`src/rtl/spi_pkg.sv`:
```
// Shared types and default constants for the SPI burst controller.
package spi_pkg;

  localparam int DEPTH_DEFAULT  = 8;
  localparam int SS_GAP_DEFAULT = 4;

  // Burst sequencer states.
  typedef enum logic [2:0] {
    IDLE,
    SETUP,
    LOAD,
    XFER,
    HOLD
  } state_t;

endpackage

```
`src/rtl/sync_fifo.sv`:
```
// Single-clock FIFO with full/empty flags and a zero-latency head output.
// Pointers carry one extra wrap bit so full and empty are told apart
// without a separate occupancy counter.
module sync_fifo #(
  parameter int WIDTH = 8,
  parameter int DEPTH = 8
) (
  input  logic             clk,
  input  logic             reset,
  input  logic             push,
  input  logic [WIDTH-1:0] push_data,
  input  logic             pop,
  output logic [WIDTH-1:0] pop_data,
  output logic             full,
  output logic             empty
);

  localparam int AW = $clog2(DEPTH);

  logic [WIDTH-1:0] mem [DEPTH];
  logic [AW:0]      wr_ptr_reg;
  logic [AW:0]      rd_ptr_reg;
  logic             do_push;
  logic             do_pop;

  assign empty = (wr_ptr_reg == rd_ptr_reg);
  assign full  = (wr_ptr_reg[AW] != rd_ptr_reg[AW]) &&
                 (wr_ptr_reg[AW-1:0] == rd_ptr_reg[AW-1:0]);

  // A pop frees a slot in the same cycle, so a push on a full FIFO is
  // accepted when it coincides with a pop.
  assign do_pop  = pop && !empty;
  assign do_push = push && (!full || do_pop);

  // The head has to be visible without a read cycle, so the read is
  // combinational from the storage array.
  assign pop_data = mem[rd_ptr_reg[AW-1:0]];

  // Storage write; no reset needed on the data itself.
  always_ff @(posedge clk) begin
    if (do_push) begin
      mem[wr_ptr_reg[AW-1:0]] <= push_data;
    end
  end

  // Pointer update.
  always_ff @(posedge clk) begin
    if (reset) begin
      wr_ptr_reg <= '0;
      rd_ptr_reg <= '0;
    end else begin
      if (do_push) wr_ptr_reg <= wr_ptr_reg + (AW+1)'(1);
      if (do_pop)  rd_ptr_reg <= rd_ptr_reg + (AW+1)'(1);
    end
  end

endmodule

```
`src/rtl/spi_burst_ctrl.sv`:
```
// SPI burst controller: sequences slave-select setup, a run of byte
// transfers through an external byte engine, and slave-select hold.
// Optional feature: define SPI_BURST_TIMEOUT_EN to add a 16-bit XFER
// watchdog that aborts a stuck byte and raises sticky timeout_err.
module spi_burst_ctrl
  import spi_pkg::*;
#(
  parameter  int DEPTH  = DEPTH_DEFAULT,
  parameter  int NUM_SS = 2,
  parameter  int SS_GAP = SS_GAP_DEFAULT,
  localparam int SS_W   = (NUM_SS > 1) ? $clog2(NUM_SS) : 1
) (
  input  logic              clk,
  input  logic              reset,
  input  logic              cmd_valid,
  output logic              cmd_ready,
  input  logic [3:0]        cmd_len,
  input  logic [SS_W-1:0]   cmd_ss,
  input  logic              tx_wr,
  input  logic [7:0]        tx_data,
  output logic              tx_full,
  input  logic              rx_rd,
  output logic [7:0]        rx_data,
  output logic              rx_empty,
  output logic              busy,
  output logic              done_tick,
  output logic              rx_ovf,
`ifdef SPI_BURST_TIMEOUT_EN
  output logic              timeout_err,
`endif
  output logic [NUM_SS-1:0] ss_n,
  output logic              spi_start,
  output logic [7:0]        spi_din,
  input  logic [7:0]        spi_dout,
  input  logic              spi_done_tick,
  input  logic              spi_ready
);

  localparam int GAP_W = (SS_GAP > 1) ? $clog2(SS_GAP) : 1;
  localparam logic [GAP_W-1:0] GAP_LAST = GAP_W'(SS_GAP - 1);

  state_t            state_reg, state_next;
  logic [GAP_W-1:0]  gap_cnt_reg, gap_cnt_next;
  logic [3:0]        byte_cnt_reg, byte_cnt_next;
  logic [3:0]        len_reg, len_next;
  logic [NUM_SS-1:0] ss_n_reg, ss_n_next;
  logic              done_tick_reg, done_tick_next;
  logic              rx_ovf_reg;
  logic [NUM_SS-1:0] sel_n;
  logic              tx_pop, tx_empty;
  logic              rx_push, rx_full;
`ifdef SPI_BURST_TIMEOUT_EN
  logic [15:0]       wdog_reg;
  logic              timeout_err_reg;
  logic              wdog_expired;
`endif

  sync_fifo #(.WIDTH(8), .DEPTH(DEPTH)) u_tx_fifo (
    .clk       (clk),
    .reset     (reset),
    .push      (tx_wr),
    .push_data (tx_data),
    .pop       (tx_pop),
    .pop_data  (spi_din),
    .full      (tx_full),
    .empty     (tx_empty)
  );

  sync_fifo #(.WIDTH(8), .DEPTH(DEPTH)) u_rx_fifo (
    .clk       (clk),
    .reset     (reset),
    .push      (rx_push),
    .push_data (spi_dout),
    .pop       (rx_rd),
    .pop_data  (rx_data),
    .full      (rx_full),
    .empty     (rx_empty)
  );

  // One-hot-low select decode; an index with no matching line selects none.
  for (genvar gi = 0; gi < NUM_SS; gi++) begin : g_sel
    assign sel_n[gi] = (cmd_ss != SS_W'(gi));
  end

`ifdef SPI_BURST_TIMEOUT_EN
  assign wdog_expired = (wdog_reg == 16'hFFFF);
`endif

  // Next-state, counters and per-cycle strobes.
  always_comb begin
    state_next     = state_reg;
    gap_cnt_next   = gap_cnt_reg;
    byte_cnt_next  = byte_cnt_reg;
    len_next       = len_reg;
    ss_n_next      = ss_n_reg;
    done_tick_next = 1'b0;
    cmd_ready      = 1'b0;
    spi_start      = 1'b0;
    tx_pop         = 1'b0;
    rx_push        = 1'b0;
    unique case (state_reg)
      IDLE: begin
        cmd_ready = 1'b1;
        if (cmd_valid) begin
          len_next      = cmd_len;
          ss_n_next     = sel_n;
          gap_cnt_next  = '0;
          byte_cnt_next = '0;
          state_next    = SETUP;
        end
      end
      SETUP: begin
        if (gap_cnt_reg == GAP_LAST) begin
          gap_cnt_next = '0;
          state_next   = LOAD;
        end else begin
          gap_cnt_next = gap_cnt_reg + GAP_W'(1);
        end
      end
      LOAD: begin
        if (spi_ready && !tx_empty) begin
          spi_start  = 1'b1;
          tx_pop     = 1'b1;
          state_next = XFER;
        end
      end
      XFER: begin
        if (spi_done_tick) begin
          rx_push = 1'b1;
          if (byte_cnt_reg == len_reg) begin
            gap_cnt_next = '0;
            state_next   = HOLD;
          end else begin
            byte_cnt_next = byte_cnt_reg + 4'd1;
            state_next    = LOAD;
          end
        end
`ifdef SPI_BURST_TIMEOUT_EN
        else if (wdog_expired) begin
          gap_cnt_next = '0;
          state_next   = HOLD;
        end
`endif
      end
      HOLD: begin
        if (gap_cnt_reg == GAP_LAST) begin
          gap_cnt_next   = '0;
          ss_n_next      = '1;
          done_tick_next = 1'b1;
          state_next     = IDLE;
        end else begin
          gap_cnt_next = gap_cnt_reg + GAP_W'(1);
        end
      end
      default: state_next = IDLE;
    endcase
  end

  // State and datapath registers.
  always_ff @(posedge clk) begin
    if (reset) begin
      state_reg     <= IDLE;
      gap_cnt_reg   <= '0;
      byte_cnt_reg  <= '0;
      len_reg       <= '0;
      ss_n_reg      <= '1;
      done_tick_reg <= 1'b0;
    end else begin
      state_reg     <= state_next;
      gap_cnt_reg   <= gap_cnt_next;
      byte_cnt_reg  <= byte_cnt_next;
      len_reg       <= len_next;
      ss_n_reg      <= ss_n_next;
      done_tick_reg <= done_tick_next;
    end
  end

  // Sticky overflow: a received byte is lost only if RX is full and no
  // read frees a slot in the same cycle.
  always_ff @(posedge clk) begin
    if (reset) begin
      rx_ovf_reg <= 1'b0;
    end else if (rx_push && rx_full && !rx_rd) begin
      rx_ovf_reg <= 1'b1;
    end
  end

`ifdef SPI_BURST_TIMEOUT_EN
  // Watchdog counts consecutive XFER cycles and latches an abort.
  always_ff @(posedge clk) begin
    if (reset) begin
      wdog_reg        <= '0;
      timeout_err_reg <= 1'b0;
    end else begin
      wdog_reg <= (state_reg == XFER) ? wdog_reg + 16'd1 : 16'd0;
      if (state_reg == XFER && !spi_done_tick && wdog_expired) begin
        timeout_err_reg <= 1'b1;
      end
    end
  end

  assign timeout_err = timeout_err_reg;
`endif

  assign busy      = (state_reg != IDLE);
  assign ss_n      = ss_n_reg;
  assign done_tick = done_tick_reg;
  assign rx_ovf    = rx_ovf_reg;

endmodule

```
`config.mk`:
```
export PLATFORM = sky130hd
export DESIGN_NAME = spi_burst_ctrl
export DESIGN_NICKNAME = d
export VERILOG_FILES = /design/src/rtl/spi_pkg.sv /design/src/rtl/sync_fifo.sv /design/src/rtl/spi_burst_ctrl.sv
export SDC_FILE = /design/constraint.sdc
export NUM_CORES = 1
export LEC_CHECK = 0
export BUFFER_PORTS_ARGS = -buffer_cell sky130_fd_sc_hd__buf_4
export CAP_MARGIN = 20
export CORE_MARGIN = 2
export CORE_UTILIZATION = 50
export CTS_CLUSTER_DIAMETER = 50
export CTS_CLUSTER_SIZE = 12
export DETAILED_ROUTE_END_ITERATION = 8
export PLACE_DENSITY = 0.79
export SYNTH_ARGS = -nofsm -noshare
export SYNTH_HDL_FRONTEND = slang
export SYNTH_SLANG_ARGS = --single-unit
```
`constraint.sdc`:
```
create_clock -name clk -period 4.8 [get_ports clk]
set_input_delay 0.72 -clock clk [delete_from_list [all_inputs] [get_ports clk]]
set_output_delay 0.72 -clock clk [all_outputs]
set_load 0.005 [all_outputs]
```
* Word level (Yosys, flattened, before mapping)
Memory sizes are Yosys's and may differ from the RTL's. A register that Yosys moved wholly into a read port is not among the register bits.
Index checks and enable logic that the tools add are counted.
** Word-level totals
- Memories kept :: 2
- Memory bits (writable) :: 128
- Input port bits :: 28
- Output and inout bits :: 25
- Logic and storage cells :: 101
- Register bits :: 33
** Operators by class
- Eq/ne operators :: 19
- Mux-type cells :: 33
- $add $sub $neg :: 6
- Reduce and logical (&&, ||, !) cells :: 28
- Bitwise gates (word level) :: 2
** Memories
- u_rx_fifo.mem :: depth 8, width 8, rd ports 1, clocked after memory_dff 1, write ports 1, RTL line sync_fifo.sv:20 : logic [WIDTH-1:0] mem [DEPTH];
- u_tx_fifo.mem :: depth 8, width 8, rd ports 1, clocked after memory_dff 1, write ports 1, RTL line sync_fifo.sv:20
** Operator list (count)
- $mux 3 :: 10
- $add 4x1->4 const B :: 5
- $pmux 3 s5 :: 1
- $ne 2x2->1 const B :: 7
- $eq 4x4->1 :: 3
- $mux 2 :: 6
- $mux 4 :: 3
- $mux 1 :: 10
- $logic_and 1x1->1 :: 9
- $pmux 4 s2 :: 1
- $reduce_and 4->1 :: 2
- $eq 3x2->1 const B :: 2
- $eq 3x3->1 :: 2
- $pmux 2 s3 :: 1
- $reduce_bool 3->1 :: 2
- $logic_not 1->1 :: 5
- $reduce_and 5->1 :: 1
- $pmux 2 s2 :: 1
- $reduce_bool 2->1 :: 2
- $reduce_or 2->1 :: 2
- $eq 3x1->1 const B :: 1
- $eq 3x3->1 const B :: 1
- $logic_not 3->1 :: 1
- $reduce_and 3->1 :: 1
- 6 further kinds :: 9

* Logic depth before layout (Yosys ltp)
- Word-level depth :: 10
- Depth in mapped cells :: 6
- Gate-level depth less buffers :: 5

* Cells and area by module
From an unflattened synthesis, not the netlist that was laid out.
** Second synthesis, totals
- Cell total of the unflattened synthesis :: 441
- Area, all modules :: 7039.3 µm²
** By module, submodules not included
- sync_fifo :: sequential area each 2142.1 µm², cells an instance 164, area an instance 3016.6 µm², times used 2
- spi_burst_ctrl :: sequential area each 340.3 µm², cells an instance 113, area an instance 1006.0 µm², times used 1

* Least setup slack after synthesis
Ideal clock, no wire load.
- Path type :: input to register
- Start :: in spi_ready
- End :: mem u_tx_fifo.mem[4][0] (enable)
- Required time :: 4402 ps
- Setup slack :: 2138 ps
- Buffers on the path :: 1
- Stages :: 4
- Arrival time :: 2264 ps
- Setup time :: 398 ps
- Path through :: nand4b_1 > buf_2 > a21boi_2 > nor4b_1
** On the way
- Word-level cells in the longest chain between the ends :: 8
** RTL lines
- start, declared :: RTL line spi_burst_ctrl.sv:36 : input logic spi_ready
- $logic_and 1x1->1 :: RTL line spi_burst_ctrl.sv:121 : if (spi_ready && !tx_empty) begin
- $mux 1 :: RTL line spi_burst_ctrl.sv:121
- $mux 1 :: RTL line spi_burst_ctrl.sv:101 : unique case (state_reg)
- $logic_and 1x1->1 :: RTL line sync_fifo.sv:32 : assign do_pop = pop && !empty;
- $logic_or 1x1->1 :: RTL line sync_fifo.sv:33 : assign do_push = push && (!full || do_pop);
- $logic_and 1x1->1 :: RTL line sync_fifo.sv:33
- $mux 1 :: RTL line sync_fifo.sv:41 : if (do_push) begin
- $mux 1 (not written as such) :: RTL line sync_fifo.sv:42 : mem[wr_ptr_reg[AW-1:0]] <= push_data;
- end, declared :: RTL line sync_fifo.sv:20
No other way between the ends.

==> results.md <==
* Core area at 13,800 µm²
* PwrDens at 384 nW/µm²
* Relative slew margins at 0.499
* Post-CTS Resized at 0
* Post-synth EDFFs at 128
* Initial antenna violation count at 0
* Worst endpoint data arrival time at 2.14 ns
* Vias in the first global route at 3,839
* DRT Pass-1 Iters at 4
* Detail Placement HPWL at around 7.8 mm
* Yosys top cell area share at 0.551
* CP Data Required Time at 4.08 ns
* Worst path max stage delay at 0.59 ns
* Achievable frequency at 0.349 GHz
* Syn-to-layout area delta at 17.5%
* Port Buf Inserts at 52
* CTS Hold Buffers Added at 0
* Total wire length at 12.4 mm
* Max Cap Violations at 0
* Reg2Reg Launch Point: state_reg[1]
* Die extent in y at around 120 µm
* P_int at 0.00251 W
* # diodes at 0
* Post-DR vias/cell at around 5.6
* Clock power share at 0.461
* Sequential power share at 0.504
* Initial Utilization at 0.507
* Syn nets at 463
* Worst vdd ir at 0.000221 V
* Final Max Tran Viols at 0
* Slowest CP cell: dfxtp_1
* Largest net degree at the start of global routing at 34
* Routed len/inst at 18.4 µm
* Leading post-synthesis cells by cell area: edfxtp_1 55%, dfxtp_1 11%, mux4_2 10%
* Nets at 515
* Die ar. at 14,900 µm²
* RePlAce Congestion at 0.725
* Seq. cell area at 4620 µm²
* Yosys reg bits at roughly 170
* Sw frac at 0.203
* GRT Resource Usage Total at 0.179
* Residual DRC at 0
* Total Neg Setup Slack at 0 ns
* Sinks on Clock Net at 167
* Average size of a mapped cell at approximately 16 µm²
* Gate count after technology mapping at 429
* Vias at 3,794
* CTS H-Tree Depth at 4
* Synth warn at 0
* CTS tree: yes
* R2r endpoint: u_tx_fifo.mem[4][3]
* Clock Pin Slew Worst Setup and Hold Paths at roughly 0.060 ns
* Clk buf depth at 2
* Setup WS post-layout at 1.94 ns
* Fraction of layout cells with a size suffix above 1 at 0.324
* # IOs at 53
* Period utilization at 0.596
* CP Max Fanout at 12
* Sequential fraction of the synthesis area at 0.663
* Worst-skew pair later-pin latency at 0.42 ns
* Sw Pwr at 0.000640 W
* Post-synth ARST share at 0
* Post-CTS Setup Inserts at 0
* Crit path kind: reg2out
* Ys flop type: edfxtp_1
* Synth cell types at 56
* Root Buffer: clkbuf_16
* R2R cell count at 4
* TritonCTS buffer count at 17
* Status: complete, no violations
* Fill count at 1,026
* Critical Path End: spi_din[3]
* Worst Max-Slew Pin Slew at 0.750 ns
* Dpl ws at 1.62 ns
* WP buf/inv at 2
* Hold Violations, Final at 0
* Gr ovfl total at 0
* Critical path depth in cells at 4
* # rows at 43
* Worst-path cell chain: buf_16, mux4_2, mux2_2, buf_4
* Setup Skew at ~0.005 ns
* Startpoint class of the critical path: flop
* Tot Pwr at 0.00315 W
* Initial drt markers at between 200 and 250
* Die Wd at 122 µm
* Worst Hold Class: reg2reg
* Endpoint class of the critical path: output pin
* RSZ-0062 raised after global routing: no
* Multi-input gate area in the final layout at ~2200 µm²
* Setup-failing EPs final at 0
* Dominant cell type by area after synthesis: edfxtp_1
* Final Util at 0.595
* Pleak at 2.81 nW
* Gate power share at 0.035
* R2R setup slack at 2.18 ns
* Mapped cell area at 6980 µm²
* ANT nets after route at 0
* Min cycle time layout at approximately 2.9 ns
* First-pass GRT wire length at roughly 20 mm
* Delay-heaviest family, CP: multiplexers
==> metal layers <==
| metal | share of wire | up-vias | routed length [µm] | global-route usage |
|---|---|---|---|---|
| met5 | 0 | - | 0 | 0 |
| met4 | 0.012 | 0 | 152 | 0.0718 |
| met3 | 0.040 | 12 | 502 | 0.0435 |
| met2 | 0.51 | 86 | 6350 | 0.297 |
| met1 | 0.44 | 1904 | 5400 | 0.226 |
| li1 | - | 1792 | - | - |
==> power by group through the flow <==
stage / sequential (W) / clock, W / combinational [W]
final: 0.00159 / 0.00145 / 0.000112
after global placement: 0.00162 / 0 / 0.000107
after CTS: 0.00159 / 0.00148 / 0.000112
after global routing: 0.00159 / 0.00154 / 0.000124
after floorplan: 0.00161 / 0 / 0.0000659
after detailed placement: 0.00162 / 0 / 0.000112
==> cells in the mapped netlist, drive strengths merged (2+ instances only) <==
cell type / n
clkbuf: 13
mux2: 21
a31oi: 2
nor2b: 4
xnor2: 6
a21boi: 2
mux4: 32
and3b: 2
nand3: 4
mux2i: 5
nor2: 15
or4: 2
buf: 13
and3: 4
nor4: 3
o31ai: 2
and4b: 7
a211oi: 4
nor4b: 4
nand2: 26
o22ai: 2
ha: 6
xor2: 8
o21a: 2
and4: 5
or3: 6
nor3b: 2
o21ai: 8
nand4: 6
dfxtp: 39
inv: 12
edfxtp: 128
nor3: 4
a21oi: 18
==> worst min-delay path by stage <==
stage,end,start,slack [ns],cells past startpoint
floorplan,gap_cnt_reg[1],gap_cnt_reg[1],0.44,2
global placement,gap_cnt_reg[1],gap_cnt_reg[1],0.45,2
detailed placement,len_reg[0],len_reg[0],0.46,2
CTS,len_reg[0],len_reg[0],0.47,2
global route,len_reg[2],len_reg[2],0.50,2
finish,len_reg[0],len_reg[0],0.47,2
==> area by class of cell <==
cell class	count	share of cell area
sequential	167	0.564
multi-input combinational	224	0.266
timing repair buffer	59	0.0586
clock buffer	17	0.0519
tap	180	0.0275
clock inverter	15	0.0261
inverter	12	0.00549
==> worst register-to-register path: stages, from the launching register on <==
cell and delay (ns):
dfxtp_1 0.64, nand4b_1 0.53, a21boi_2 0.50, nor4b_2 0.39, buf_4 0.27
==> stage by stage <==
stage / hold WS, ns / instances / instance area [µm²]
after floorplan: 0.440 / 429 / 6980
after global placement: 0.447 / 637 / 7480
after detailed placement: 0.464 / 637 / 7480
after CTS: 0.473 / 669 / 8120
after global routing: 0.502 / 674 / 8200
final: 0.471 / 674 / 8200
==> logic make-up after synthesis <==
group,share of synthesized area
adder cells (fa/ha/maj),0.0108
AO/OA/AOI/OAI,0.0468
flip-flops,0.663
AND/OR/NAND/NOR,0.0895
XOR/XNOR,0.0208
multiplexers,0.144
buffers and inverters,0.0249
==> layout by cell type, fill, tap and decap left out, types with 8 or more instances in the layout <==
master	n
edfxtp_1	128
buf_4	56
dfxtp_1	39
mux4_2	32
nand2_1	26
mux2_2	21
a21oi_1	18
clkbuf_16	17
nor2_1	15
inv_1	12
o21ai_0	8
Power figures use the tool's default switching activity.
